--- src/rtl/wb_uart_rx_cfg_if.sv ---
// Wishbone pop port of the UART receiver: classic cycle/strobe request with
// stall back-pressure and a single-cycle acknowledge carrying the popped word.
interface wb_uart_rx_cfg_if #(
  parameter int unsigned DATA_BITS = 8
) ();
  logic                   i_wb_cyc;
  logic                   i_wb_stb;
  logic [DATA_BITS+1:0]   o_wb_data;
  logic                   o_wb_ack;
  logic                   o_wb_stall;

  modport master (
    output i_wb_cyc,
    output i_wb_stb,
    input  o_wb_data,
    input  o_wb_ack,
    input  o_wb_stall
  );

  modport slave (
    input  i_wb_cyc,
    input  i_wb_stb,
    output o_wb_data,
    output o_wb_ack,
    output o_wb_stall
  );
endinterface

--- src/rtl/wb_uart_rx_cfg.sv ---
// Parametrised UART receiver (mid-bit sampling, optional parity, 1/2 stop bits)
// feeding a word FIFO with per-word error flags, popped over Wishbone.
module wb_uart_rx_cfg #(
  parameter int unsigned CLKS_PER_BIT = 2604,
  parameter int unsigned DATA_BITS    = 8,
  parameter int unsigned PARITY       = 0,
  parameter int unsigned STOP_BITS    = 1,
  parameter int unsigned FIFO_AW      = 4
) (
  input  logic               i_clk,
  input  logic               i_reset_n,
  wb_uart_rx_cfg_if.slave    wb,
  input  logic               uart_rx,
  output logic               uart_empty,
  output logic [FIFO_AW:0]   o_fifo_count,
  output logic               o_overrun,
  input  logic               i_clear_overrun
);

  localparam int unsigned CW     = $clog2(CLKS_PER_BIT);
  localparam int unsigned BW     = (DATA_BITS > 1) ? $clog2(DATA_BITS) : 1;
  localparam int unsigned WW     = DATA_BITS + 2;
  localparam int unsigned DEPTH  = 2 ** FIFO_AW;

  localparam logic [CW-1:0] CNT_FULL  = CW'(CLKS_PER_BIT - 1);
  localparam logic [CW-1:0] CNT_HALF  = CW'(CLKS_PER_BIT / 2 - 1);
  localparam logic [BW-1:0] BIT_LAST  = BW'(DATA_BITS - 1);
  localparam logic          STOP_LAST = (STOP_BITS == 2);
  localparam logic          ODD       = (PARITY == 1);

  typedef enum logic [2:0] {
    S_IDLE,
    S_START,
    S_DATA,
    S_PARITY,
    S_STOP,
    S_PUSH
  } state_t;

  state_t                state;
  logic                  rx_meta;
  logic                  rx_s;
  logic                  armed;
  logic [CW-1:0]         cnt;
  logic [BW-1:0]         bit_idx;
  logic                  stop_idx;
  logic [DATA_BITS-1:0]  shreg;
  logic                  par_err;
  logic                  frm_err;

  logic [WW-1:0]         mem [DEPTH];
  logic [FIFO_AW-1:0]    wr_ptr;
  logic [FIFO_AW-1:0]    rd_ptr;
  logic [FIFO_AW:0]      count_q;
  logic [FIFO_AW:0]      count_nxt;
  logic                  empty_q;
  logic                  ack_q;
  logic [WW-1:0]         data_q;
  logic                  ovr_q;

  logic                  pop_acc;
  logic                  push_req;
  logic                  full;
  logic                  do_push;
  logic                  ovr_set;
  logic [WW-1:0]         push_word;

  // Two-flop synchroniser; idles high like the line itself.
  always_ff @(posedge i_clk or negedge i_reset_n) begin
    if (!i_reset_n) begin
      rx_meta <= 1'b1;
      rx_s    <= 1'b1;
    end else begin
      rx_meta <= uart_rx;
      rx_s    <= rx_meta;
    end
  end

  // Frame receiver: every sample point is reached when cnt hits zero.
  always_ff @(posedge i_clk or negedge i_reset_n) begin
    if (!i_reset_n) begin
      state    <= S_IDLE;
      armed    <= 1'b0;
      cnt      <= '0;
      bit_idx  <= '0;
      stop_idx <= 1'b0;
      shreg    <= '0;
      par_err  <= 1'b0;
      frm_err  <= 1'b0;
    end else begin
      case (state)
        S_IDLE: begin
          if (rx_s) begin
            armed <= 1'b1;
          end else if (armed) begin
            state <= S_START;
            cnt   <= CNT_HALF;
          end
        end
        S_START: begin
          if (cnt == '0) begin
            if (!rx_s) begin
              state    <= S_DATA;
              cnt      <= CNT_FULL;
              bit_idx  <= '0;
              stop_idx <= 1'b0;
              par_err  <= 1'b0;
              frm_err  <= 1'b0;
            end else begin
              state <= S_IDLE;
              armed <= 1'b0;
            end
          end else begin
            cnt <= cnt - 1'b1;
          end
        end
        S_DATA: begin
          if (cnt == '0) begin
            shreg <= {rx_s, shreg[DATA_BITS-1:1]};
            cnt   <= CNT_FULL;
            if (bit_idx == BIT_LAST) begin
              if (PARITY != 0) state <= S_PARITY;
              else             state <= S_STOP;
            end else begin
              bit_idx <= bit_idx + 1'b1;
            end
          end else begin
            cnt <= cnt - 1'b1;
          end
        end
        S_PARITY: begin
          if (cnt == '0) begin
            par_err <= ((^shreg) ^ rx_s) != ODD;
            cnt     <= CNT_FULL;
            state   <= S_STOP;
          end else begin
            cnt <= cnt - 1'b1;
          end
        end
        S_STOP: begin
          if (cnt == '0) begin
            if (!rx_s) frm_err <= 1'b1;
            if (stop_idx == STOP_LAST) begin
              state <= S_PUSH;
            end else begin
              stop_idx <= 1'b1;
              cnt      <= CNT_FULL;
            end
          end else begin
            cnt <= cnt - 1'b1;
          end
        end
        S_PUSH: begin
          state <= S_IDLE;
          armed <= 1'b0;
        end
        default: begin
          state <= S_IDLE;
          armed <= 1'b0;
        end
      endcase
    end
  end

  assign push_word = {par_err, frm_err, shreg};
  assign push_req  = (state == S_PUSH);
  assign pop_acc   = wb.i_wb_cyc && wb.i_wb_stb && !empty_q;
  assign full      = (count_q == (FIFO_AW + 1)'(DEPTH));
  // A pop in the same cycle frees the slot the incoming word needs.
  assign do_push   = push_req && (!full || pop_acc);
  assign ovr_set   = push_req && full && !pop_acc;

  always_comb begin
    count_nxt = count_q;
    if (do_push && !pop_acc)      count_nxt = count_q + 1'b1;
    else if (!do_push && pop_acc) count_nxt = count_q - 1'b1;
  end

  // Storage array carries no reset; validity is tracked by the pointers.
  always_ff @(posedge i_clk) begin
    if (do_push) mem[wr_ptr] <= push_word;
  end

  always_ff @(posedge i_clk or negedge i_reset_n) begin
    if (!i_reset_n) begin
      wr_ptr  <= '0;
      rd_ptr  <= '0;
      count_q <= '0;
      empty_q <= 1'b1;
      ack_q   <= 1'b0;
      data_q  <= '0;
      ovr_q   <= 1'b0;
    end else begin
      count_q <= count_nxt;
      empty_q <= (count_nxt == '0);
      ack_q   <= pop_acc;
      if (do_push) wr_ptr <= wr_ptr + 1'b1;
      if (pop_acc) begin
        rd_ptr <= rd_ptr + 1'b1;
        data_q <= mem[rd_ptr];
      end
      if (ovr_set)              ovr_q <= 1'b1;
      else if (i_clear_overrun) ovr_q <= 1'b0;
    end
  end

  assign wb.o_wb_data  = data_q;
  assign wb.o_wb_ack   = ack_q;
  assign wb.o_wb_stall = empty_q;
  assign uart_empty    = empty_q;
  assign o_fifo_count  = count_q;
  assign o_overrun     = ovr_q;

endmodule
--- src/flat_wrapper.sv ---
// flat-port wrapper written by rule: the top's interface ports become plain ports
module wb_uart_rx_cfg_flat 
#(
  parameter int unsigned CLKS_PER_BIT = 2604,
  parameter int unsigned DATA_BITS    = 8,
  parameter int unsigned PARITY       = 0,
  parameter int unsigned STOP_BITS    = 1,
  parameter int unsigned FIFO_AW      = 4
)
  (i_clk, i_reset_n, uart_rx, uart_empty, o_fifo_count, o_overrun, i_clear_overrun, wb_i_wb_cyc, wb_i_wb_stb, wb_o_wb_data, wb_o_wb_ack, wb_o_wb_stall);
  wb_uart_rx_cfg_if #(.DATA_BITS(DATA_BITS)) wb_i ();
  input  logic i_clk;
  input  logic i_reset_n;
  input  logic uart_rx;
  output logic uart_empty;
  output logic [FIFO_AW:0] o_fifo_count;
  output logic o_overrun;
  input  logic i_clear_overrun;
  input wire logic [$bits(wb_i.i_wb_cyc)-1:0] wb_i_wb_cyc;
  input wire logic [$bits(wb_i.i_wb_stb)-1:0] wb_i_wb_stb;
  output wire logic [$bits(wb_i.o_wb_data)-1:0] wb_o_wb_data;
  output wire logic [$bits(wb_i.o_wb_ack)-1:0] wb_o_wb_ack;
  output wire logic [$bits(wb_i.o_wb_stall)-1:0] wb_o_wb_stall;
  assign wb_i.i_wb_cyc = wb_i_wb_cyc;
  assign wb_i.i_wb_stb = wb_i_wb_stb;
  assign wb_o_wb_data = wb_i.o_wb_data;
  assign wb_o_wb_ack = wb_i.o_wb_ack;
  assign wb_o_wb_stall = wb_i.o_wb_stall;
  wb_uart_rx_cfg #(.CLKS_PER_BIT(CLKS_PER_BIT), .DATA_BITS(DATA_BITS), .PARITY(PARITY), .STOP_BITS(STOP_BITS), .FIFO_AW(FIFO_AW)) u_core (.i_clk(i_clk), .i_reset_n(i_reset_n), .wb(wb_i), .uart_rx(uart_rx), .uart_empty(uart_empty), .o_fifo_count(o_fifo_count), .o_overrun(o_overrun), .i_clear_overrun(i_clear_overrun));
endmodule
--- config.mk ---
export PLATFORM = sky130hd
export DESIGN_NAME = wb_uart_rx_cfg_flat
export DESIGN_NICKNAME = d
export VERILOG_FILES = /design/src/rtl/wb_uart_rx_cfg_if.sv /design/src/rtl/wb_uart_rx_cfg.sv /design/src/flat_wrapper.sv
export SDC_FILE = /design/constraint.sdc
export NUM_CORES = 1
export LEC_CHECK = 0
export CORE_ASPECT_RATIO = 1.1
export CORE_MARGIN = 10
export CORE_UTILIZATION = 50
export DETAILED_ROUTE_END_ITERATION = 12
export PLACE_DENSITY = 0.7
export SYNTH_ARGS = -nofsm -noshare
export SYNTH_HDL_FRONTEND = slang
export SYNTH_SLANG_ARGS = --single-unit
--- constraint.sdc ---
create_clock -name i_clk -period 4.8 [get_ports i_clk]
set_input_delay 0.72 -clock i_clk [delete_from_list [all_inputs] [get_ports i_clk]]
set_output_delay 0.72 -clock i_clk [all_outputs]
set_load 0.05 [all_outputs]
Word level (Yosys, flattened, before mapping). Memories as Yosys holds them, arrays and structs flattened. A register that Yosys moved wholly into a read port is not among the register bits. Index checks and enable logic that the tools add are counted.

Bits in writable memories: 160. Output and inout bits: 19. Memories kept: 1. Register bits after elaboration: 48. Word-level logic and storage cells: 122. Bits of input ports: 6.

Memory list: u_core.mem (words 16, bits a word 10, rd ports 1, clocked after Yosys merged registers in 1, write ports 1, RTL line wb_uart_rx_cfg.sv:51) `logic [WW-1:0] mem [DEPTH];`.

Add/sub/neg operators: 6. Equality and inequality tests: 22. Bitwise operators: 2. Mux-type cells: 43. Reductions and logical operators: 32.

Operator list (count): $mux W12 (7); $pmux W12 S4 (1); $mux W3 (12); $ne A2 B1 Y1 const B (8); $pmux W3 S5 (1); $reduce_and A5 Y1 (3); $mux W1 (14); $logic_not A12 Y1 (1); $reduce_and A4 Y1 (3); $sub A12 B1 Y12 const B (1); $mux W5 (2); $ne A2 B2 Y1 const B (5); $eq A3 B3 Y1 const B (3); $add A4 B1 Y4 const B (2); $reduce_and A8 Y1 (1); $reduce_bool A2 Y1 (4); $reduce_xor A8 Y1 (1); $logic_and A1 B1 Y1 (7); $eq A3 B2 Y1 const B (2); $pmux W1 S2 (3); $pmux W3 S2 (1); $add A5 B1 Y5 const B (1); $eq A5 B5 Y1 const B (1); $logic_not A1 Y1 (5); other kinds (16) (16).

Logic depth before layout (Yosys ltp). Gate-level depths: netlist of the first run.

Depth in word-level cells: 9. Gate-level depth with buffers: 9. Gate-level depth less buffers: 7.

Worst setup path after synthesis of the first run. No wires, ideal clock.

Path type: register to register. From: reg u_core.count_q[1], in the netlist u_core.o_fifo_count[1]. To: mem u_core.mem[3][0] (netlist name) (enable). Stages on the path, launching flop included: 7. Data required time: 4.410 ns. Path buffers: 0. Setup slack: 1.928 ns. Library setup time: 0.390 ns. Arrival: 2.482 ns. Clock period less this slack: 2.872 ns. Cell sequence: dfrtp_1 -> inv_1 -> ha_1 -> and4bb_2 -> a21oi_2 -> nand2_1 -> nor3_1.

Cells in the longest elaborated chain, start to end: 6.

Ends and longest elaborated chain: start, declared (RTL line wb_uart_rx_cfg.sv:54) `logic [FIFO_AW:0] count_q;`; start signal, assigned (RTL line wb_uart_rx_cfg.sv:194) `count_q <= count_nxt;`; $eq A5 B5 Y1 (RTL line wb_uart_rx_cfg.sv:168) `assign full = (count_q == (FIFO_AW + 1)'(DEPTH));`; $logic_not A1 Y1 (RTL line wb_uart_rx_cfg.sv:170) `assign do_push = push_req && (!full || pop_acc);`; $logic_or A1 B1 Y1 (RTL line wb_uart_rx_cfg.sv:170); $logic_and A1 B1 Y1 (RTL line wb_uart_rx_cfg.sv:170); $mux W1 (RTL line wb_uart_rx_cfg.sv:181) `if (do_push) mem[wr_ptr] <= push_word;`; $mux W1 (implied by the code) (RTL line wb_uart_rx_cfg.sv:181); end, declared (RTL line wb_uart_rx_cfg.sv:51).

No other way between the ends.

Worst setup path in the final report of the first run.
From: reg u_core.state[2]. To: mem u_core.mem[12][3] (netlist name) (enable).

Cells in the longest elaborated chain, start to end: 4.

Ends and longest elaborated chain: start, declared (RTL line wb_uart_rx_cfg.sv:40) `state_t state;`; start signal, assigned (RTL line wb_uart_rx_cfg.sv:82) `state <= S_IDLE;`; start signal, assigned (RTL line wb_uart_rx_cfg.sv:96) `state <= S_START;`; start signal, assigned (RTL line wb_uart_rx_cfg.sv:103) `state <= S_DATA;`; $eq A3 B3 Y1 (RTL line wb_uart_rx_cfg.sv:166) `assign push_req = (state == S_PUSH);`; $logic_and A1 B1 Y1 (RTL line wb_uart_rx_cfg.sv:170); $mux W1 (RTL line wb_uart_rx_cfg.sv:181); $mux W1 (implied by the code) (RTL line wb_uart_rx_cfg.sv:181).

No other way between the ends.

==> summary.txt, run 1 <==
Finish
  • Filler cell count: 1,411
  • Antenna diodes: 0
  • Post-Route Utilization: 57.56%
  • Area growth from synthesis to layout: 12.25%
  • Nets: 637
  • Commonest non-fill, non-tap cell in the layout: edfxtp_1
  • Most frequent cells in the layout: 160 x edfxtp_1, 53 x dfrtp_1, 36 x mux2_2, 32 x nand2_1, 31 x a21oi_1
  • Share of cells above drive strength 1: 17.61%

Clock tree
  • Setup Buffers After CTS: 0
  • Clock sink total: 217
  • CTS tree: yes
  • # hold bufs at CTS: 0
  • H-Tree Level Count: 1
  • Clk Latency, worst-skew pair: 500 ps
  • Total CTS buffers: 22
  • Post_cts resized: 0
  • Max clock buf depth: 3
  • Root Buffer: clkbuf_16
  • CTS clk-pin slew, worst paths: 60 ps

Setup path
  • Max Fanout on Critical Path: 16
  • CP endpoint kind: register
  • Critical Path AT: 2920 ps
  • Worst path required time: 4920 ps
  • CP Launch Type: register
  • CP Class: reg -> reg

Power
  • Peak supply drop: 0.3897 mV
  • Sw Ratio: 31.70%
  • Power Density: 508.7 mW/mm2
  • Leak: 3.695 nW
  • Seq pwr share: 44.9%
  • Cell-internal power: 0.003573 W
  • Comb power frac: 24.6%
  • Power Total: 0.005232 W
  • Clk network pwr share: 30.5%
  • P_sw: 0.001659 W

Synth
  • Post-synth EDFFs: 160
  • Synthesized area: 0.009163 mm2
  • Primary FF master, synth: edfxtp_1
  • Yosys warns: 0
  • Sequential-to-total area share from yosys stat: 68.05%
  • Unique masters post-synth: 58
  • Average size of a mapped cell: 15.43 um2
  • Yosys reg bits: 217
  • Syn Nets: 611
  • Cells after Synth: 594
  • Async SR Flop Fraction: 26.27%

Drt
  • Drt initial violations: 448
  • First-pass DRT Iterations: 5
  • Drt total wl: 18,840 um
  • Vias per cell: 5.839
  • Routed vias: 5,103
  • Drt wl/cell: 21.56 um
  • Routed Antenna Nets: 0
  • DRC Markers: 0

Die
  • Io pins: 25
  • DIE HEIGHT: 162.0 um
  • Core Area: 0.01787 mm2
  • Die ar.: 0.02415 mm2
  • Die Wd: 149.1 um
  • Row cnt: 51
  • Initial Utilization: 51.28%

STA
  • Setup TNS: 0 ps
  • Peak Freq: 356.4 MHz
  • Max_slew headroom: 34.60%
  • Pins Over Slew Limit: 0
  • Period minus WS final: 2806 ps
  • Endpoints failing setup: 0
  • Unrepaired setup endpoints after global routing: no
  • Clock skew: 10.59 ps
  • Worst slew pin tran: 977.4 ps
  • Worst Slack Setup Final: 1994 ps
  • Post-route clock period utilization: 58.46%
  • Hold Fails Final Rpt: 0

Global route
  • Initial antenna violation count: 0
  • GRT Util Overall: 15.64%
  • Overflow after GRT: 0
  • Number of global-route vias before repair: 5,336
  • Global-route wire length before repair: 29,790 um
  • Largest net degree at the start of global routing: 58

Place
  • Post-place setup slack: 1602 ps
  • Gp weighted congestion: 0.8268
  • PortBufs: 24
  • Post-DP HPWL: 11,870 um

Min path
  • Worst hold path class: reg -> reg

Job
  • # Max-Cap Violations: 0

Status
  • Status: finished clean
==> state kept, by name, summed over array words and instances, names as in the netlist <==
register             count
u_core.rx_meta           1
u_core.o_fifo_count      5
u_core.par_err           1
u_core.shreg             8
u_core.rd_ptr            4
u_core.wb.o_wb_ack       1
u_core.wr_ptr            4
u_core.state             3
u_core.o_overrun         1
u_core.rx_s              1
u_core.mem             160
u_core.armed             1
u_core.bit_idx           3
u_core.wb.o_wb_data     10
u_core.cnt              12
u_core.frm_err           1
u_core.uart_empty        1
==> Yosys cell counts, drive strengths merged, types with 6 or more instances <==
cell    number  area, um2
mux4        20      450.4
a21oi       32      163.9
nor3        17      128.9
nor2        24      90.09
mux2        40      450.4
nand3        6      30.03
dfrtp       54       1351
ha          11      137.6
clkbuf      14      56.31
xnor2       16      140.1
a31oi       15      93.84
o21ai       25      125.1
buf         16      93.84
o22ai       12      75.07
inv         14      52.55
nand2b       6      37.54
edfxtp     160       4805
nand2       32      120.1
a21boi      10      75.07
mux2i       20      200.2
==> routing by layer <==
layer / vias up / track usage, % / part of all wire (%)
li1: 2352 / - / -
met1: 2560 / 20.56 / 43
met4: 0 / 5.848 / 2.9
met2: 155 / 25.33 / 49
met3: 36 / 2.863 / 5.6
met5: - / 0 / 0
==> final timing paths <==
kind	from	end	slack, ps	cells after the start
worst min register to register	u_core.rx_meta$_DFF_PN1_	u_core.rx_s$_DFF_PN1_	360	0
min in group asynchronous	i_reset_n	u_core.o_overrun$_DFFE_PN0P_	380	2
worst max register to register	u_core.state[2]$_DFFE_PN0P_	u_core.mem[12][3]$_DFFE_PP_	1990	4
max in group asynchronous	i_reset_n	u_core.rd_ptr[0]$_DFFE_PN0N_	3840	2
worst min-delay path	u_core.rx_meta$_DFF_PN1_	u_core.rx_s$_DFF_PN1_	360	0
worst max-delay path	u_core.state[2]$_DFFE_PN0P_	u_core.mem[12][3]$_DFFE_PP_	1990	4
==> critical path, cell delays in order (launching register included) <==
cell      delay (ps)
dfrtp_1          660
nand3b_1         340
a21oi_2          410
nand2_1          230
nor2_1           780
==> area by class of cell <==
type                       instances  area, um2  share of cell area (%)
clock inverter                     5      25.02                  0.2433
sequential                       217       6238                   60.66
tap                              238      297.8                   2.895
inverter                          14      52.55                  0.5109
multi-input combinational        333       2725                   26.50
clock buffer                      35      650.6                   6.326
timing repair buffer              32      295.3                   2.871
==> cells by family (layout without fill, tap and decap cells) <==
family / after synthesis / after routing / share of synthesized area [%]
flip-flops: 217 / 217 / 68.05
AO/OA/AOI/OAI: 122 / 122 / 8.494
multiplexers: 80 / 80 / 12.02
adder cells (fa/ha/maj): 11 / 11 / 1.502
buffers and inverters: 44 / 86 / 2.212
AND/OR/NAND/NOR: 104 / 104 / 6.200
XOR/XNOR: 16 / 16 / 1.529
==> metrics by stage <==
step	hold slack, ps	instances	area (um2)
after floorplan	345.2	594	9163
after global placement	348.4	834	9609
after detailed placement	350.0	834	9609
after CTS	358.8	874	10280
after global routing	363.0	874	10280
final	359.3	874	10280
==> power groups by stage <==
stage / sequential [W] / combinational, W / clock, W
2_1_floorplan: 0.00248 / 0.000831 / 0
3_3_place_gp: 0.00237 / 0.00126 / 0
3_5_place_dp: 0.00239 / 0.00128 / 0
4_1_cts: 0.00235 / 0.00129 / 0.00162
5_1_grt: 0.00238 / 0.00139 / 0.00171
6_report: 0.00235 / 0.00129 / 0.00160
(Power assumes the default switching activity.)
==> run 2: changes to the inputs <==
==> constraint.sdc (replaced) <==
create_clock -name i_clk -period 2.7 [get_ports i_clk]
set_input_delay 0.405 -clock i_clk [delete_from_list [all_inputs] [get_ports i_clk]]
set_output_delay 0.405 -clock i_clk [all_outputs]
set_load 0.05 [all_outputs]
==> run 2 against run 1 <==
Against the previous run: power rose by 84%; global-route usage increased by 0.46 points; sequential share of layout area shrank 1.7 points; highest routed layer unchanged.
==> summary.txt, run 2 (same netlist as run 1, synthesis figures left out) <==
Global route
  • Global-route wire length before repair: 30,760 um
  • Overflow after GRT: 0
  • GRT Util Overall: 16.10%
  • Initial antenna violation count: 0
  • Number of global-route vias before repair: 5,356
  • Largest net degree at the start of global routing: 44

Clock tree
  • Clock sink total: 217
  • H-Tree Level Count: 1
  • # hold bufs at CTS: 1
  • Setup Buffers After CTS: 0
  • Root Buffer: clkbuf_16
  • Total CTS buffers: 22
  • Clk Latency, worst-skew pair: 500 ps
  • CTS clk-pin slew, worst paths: 60 ps
  • Post_cts resized: 0
  • CTS tree: yes
  • Max clock buf depth: 3

Die
  • Row cnt: 51
  • Die Wd: 149.1 um
  • Core Area: 0.01787 mm2
  • DIE HEIGHT: 162.0 um
  • Initial Utilization: 51.28%
  • Die ar.: 0.02415 mm2
  • Io pins: 25

Power
  • Power Density: 909.5 mW/mm2
  • Leak: 3.878 nW
  • Peak supply drop: 0.6320 mV
  • Power Total: 0.009622 W

Finish
  • Most frequent cells in the layout: 160 x edfxtp_1, 53 x dfrtp_1, 36 x mux2_2, 32 x nand2_1, 31 x a21oi_1
  • Commonest non-fill, non-tap cell in the layout: edfxtp_1
  • Max reg flops: 160
  • Final instance area: 0.01058 mm2
  • Share of cells above drive strength 1: 21.06%
  • Post-Route Utilization: 59.21%
  • Most flops, register: u_core.mem
  • Antenna diodes: 0
  • Nets: 661
  • Area growth from synthesis to layout: 15.46%

Place
  • Post-place setup slack: 307.6 ps
  • Post-DP Area: 0.009827 mm2
  • PortBufs: 24
  • Post-DP HPWL: 12,550 um
  • Gp weighted congestion: 0.8488

Setup path
  • Worst path required time: 2890 ps
  • CP Launch Type: register
  • Max Fanout on Critical Path: 10
  • CP Class: reg -> reg
  • Critical Path AT: 2580 ps
  • CP endpoint kind: register

STA
  • Worst Slack Setup Final: 313.5 ps
  • Period minus WS final: 2386 ps
  • Setup TNS: 0 ps
  • Worst slew pin tran: 888.1 ps
  • Clock skew: 11.07 ps
  • Post-route clock period utilization: 88.39%
  • Max_slew headroom: 40.79%
  • Endpoints failing setup: 0
  • Pins Over Slew Limit: 0
  • Unrepaired setup endpoints after global routing: no
  • Peak Freq: 419.0 MHz
  • Hold Fails Final Rpt: 0

Drt
  • Drt wl/cell: 21.39 um
  • First-pass DRT Iterations: 4
  • Vias per cell: 5.871
  • Drt initial violations: 487
  • Routed Antenna Nets: 0
  • Routed vias: 5,272
  • DRC Markers: 0
  • Drt total wl: 19,200 um

Min path
  • Worst hold path class: in -> reg

Job
  • # Max-Cap Violations: 0

Status
  • Status: finished clean
==> run 2: cell count changes in the layout (fill, tap and decap cells not counted), sizes merged <==
cell,before,now
clkinv,5,3
clkbuf,35,34
dlygate4sd3,0,1
buf,9,32
bufinv,0,3
==> run 2: area by class of cell <==
| class | instances | area [um2] |
|---|---|---|
| multi-input combinational | 333 | 2745 |
| sequential | 217 | 6238 |
| tap | 238 | 297.8 |
| inverter | 14 | 52.55 |
| clock inverter | 6 | 105.1 |
| fill | 1319 | 7288 |
| timing repair buffer | 56 | 503.0 |
| clock buffer | 34 | 636.9 |
==> run 2: routing by layer <==
metal  share of wire [%]  vias to the layer above  wire, um  track usage [%]
met5                   0                        -         0                0
met4                 4.1                        0       788            6.741
met3                 6.0                       39      1152            2.613
met2                  48                      199      9144            25.11
met1                  42                     2644      8119            21.93
li1                    -                     2390         -                -
==> run 2: where the power goes <==
part	leakage, nW	switching, W	internal (W)
registers	2.26	0.000374	0.00378
logic	1.26	0.00140	0.000982
clock network	0.363	0.00118	0.00191
total	3.88	0.00296	0.00667
==> run 2: per-stage QoR <==
| stage | std cells | hold slack [ps] |
|---|---|---|
| after floorplan | 594 | 109.4 |
| after global placement | 857 | 365.4 |
| after detailed placement | 857 | 364.0 |
| after CTS | 898 | 307.6 |
| after global routing | 898 | 333.1 |
| final | 898 | 323.5 |
==> run 2: final timing paths <==
path / depth (start not counted) / from / slack, ps / end
min in group asynchronous: 2 / i_reset_n / 450 / u_core.o_fifo_count[1]$_DFF_PN0_
setup / recovery: 7 / u_core.o_fifo_count[0]$_DFF_PN0_ / 310 / u_core.mem[4][3]$_DFFE_PP_
hold reg to reg: 0 / u_core.rx_meta$_DFF_PN1_ / 370 / u_core.rx_s$_DFF_PN1_
setup reg to reg: 7 / u_core.o_fifo_count[0]$_DFF_PN0_ / 310 / u_core.mem[4][3]$_DFFE_PP_
max in group asynchronous: 3 / i_reset_n / 1590 / u_core.rx_meta$_DFF_PN1_
hold / removal: 1 / uart_rx / 320 / u_core.rx_meta$_DFF_PN1_
==> run 2: worst max-delay path: stages (launching register included) <==
cell,delay [ps]
dfrtp_1,450
inv_1,70
ha_1,250
and4bb_2,290
a21oi_2,360
nand2_1,260
nor2_1,180
buf_4,220
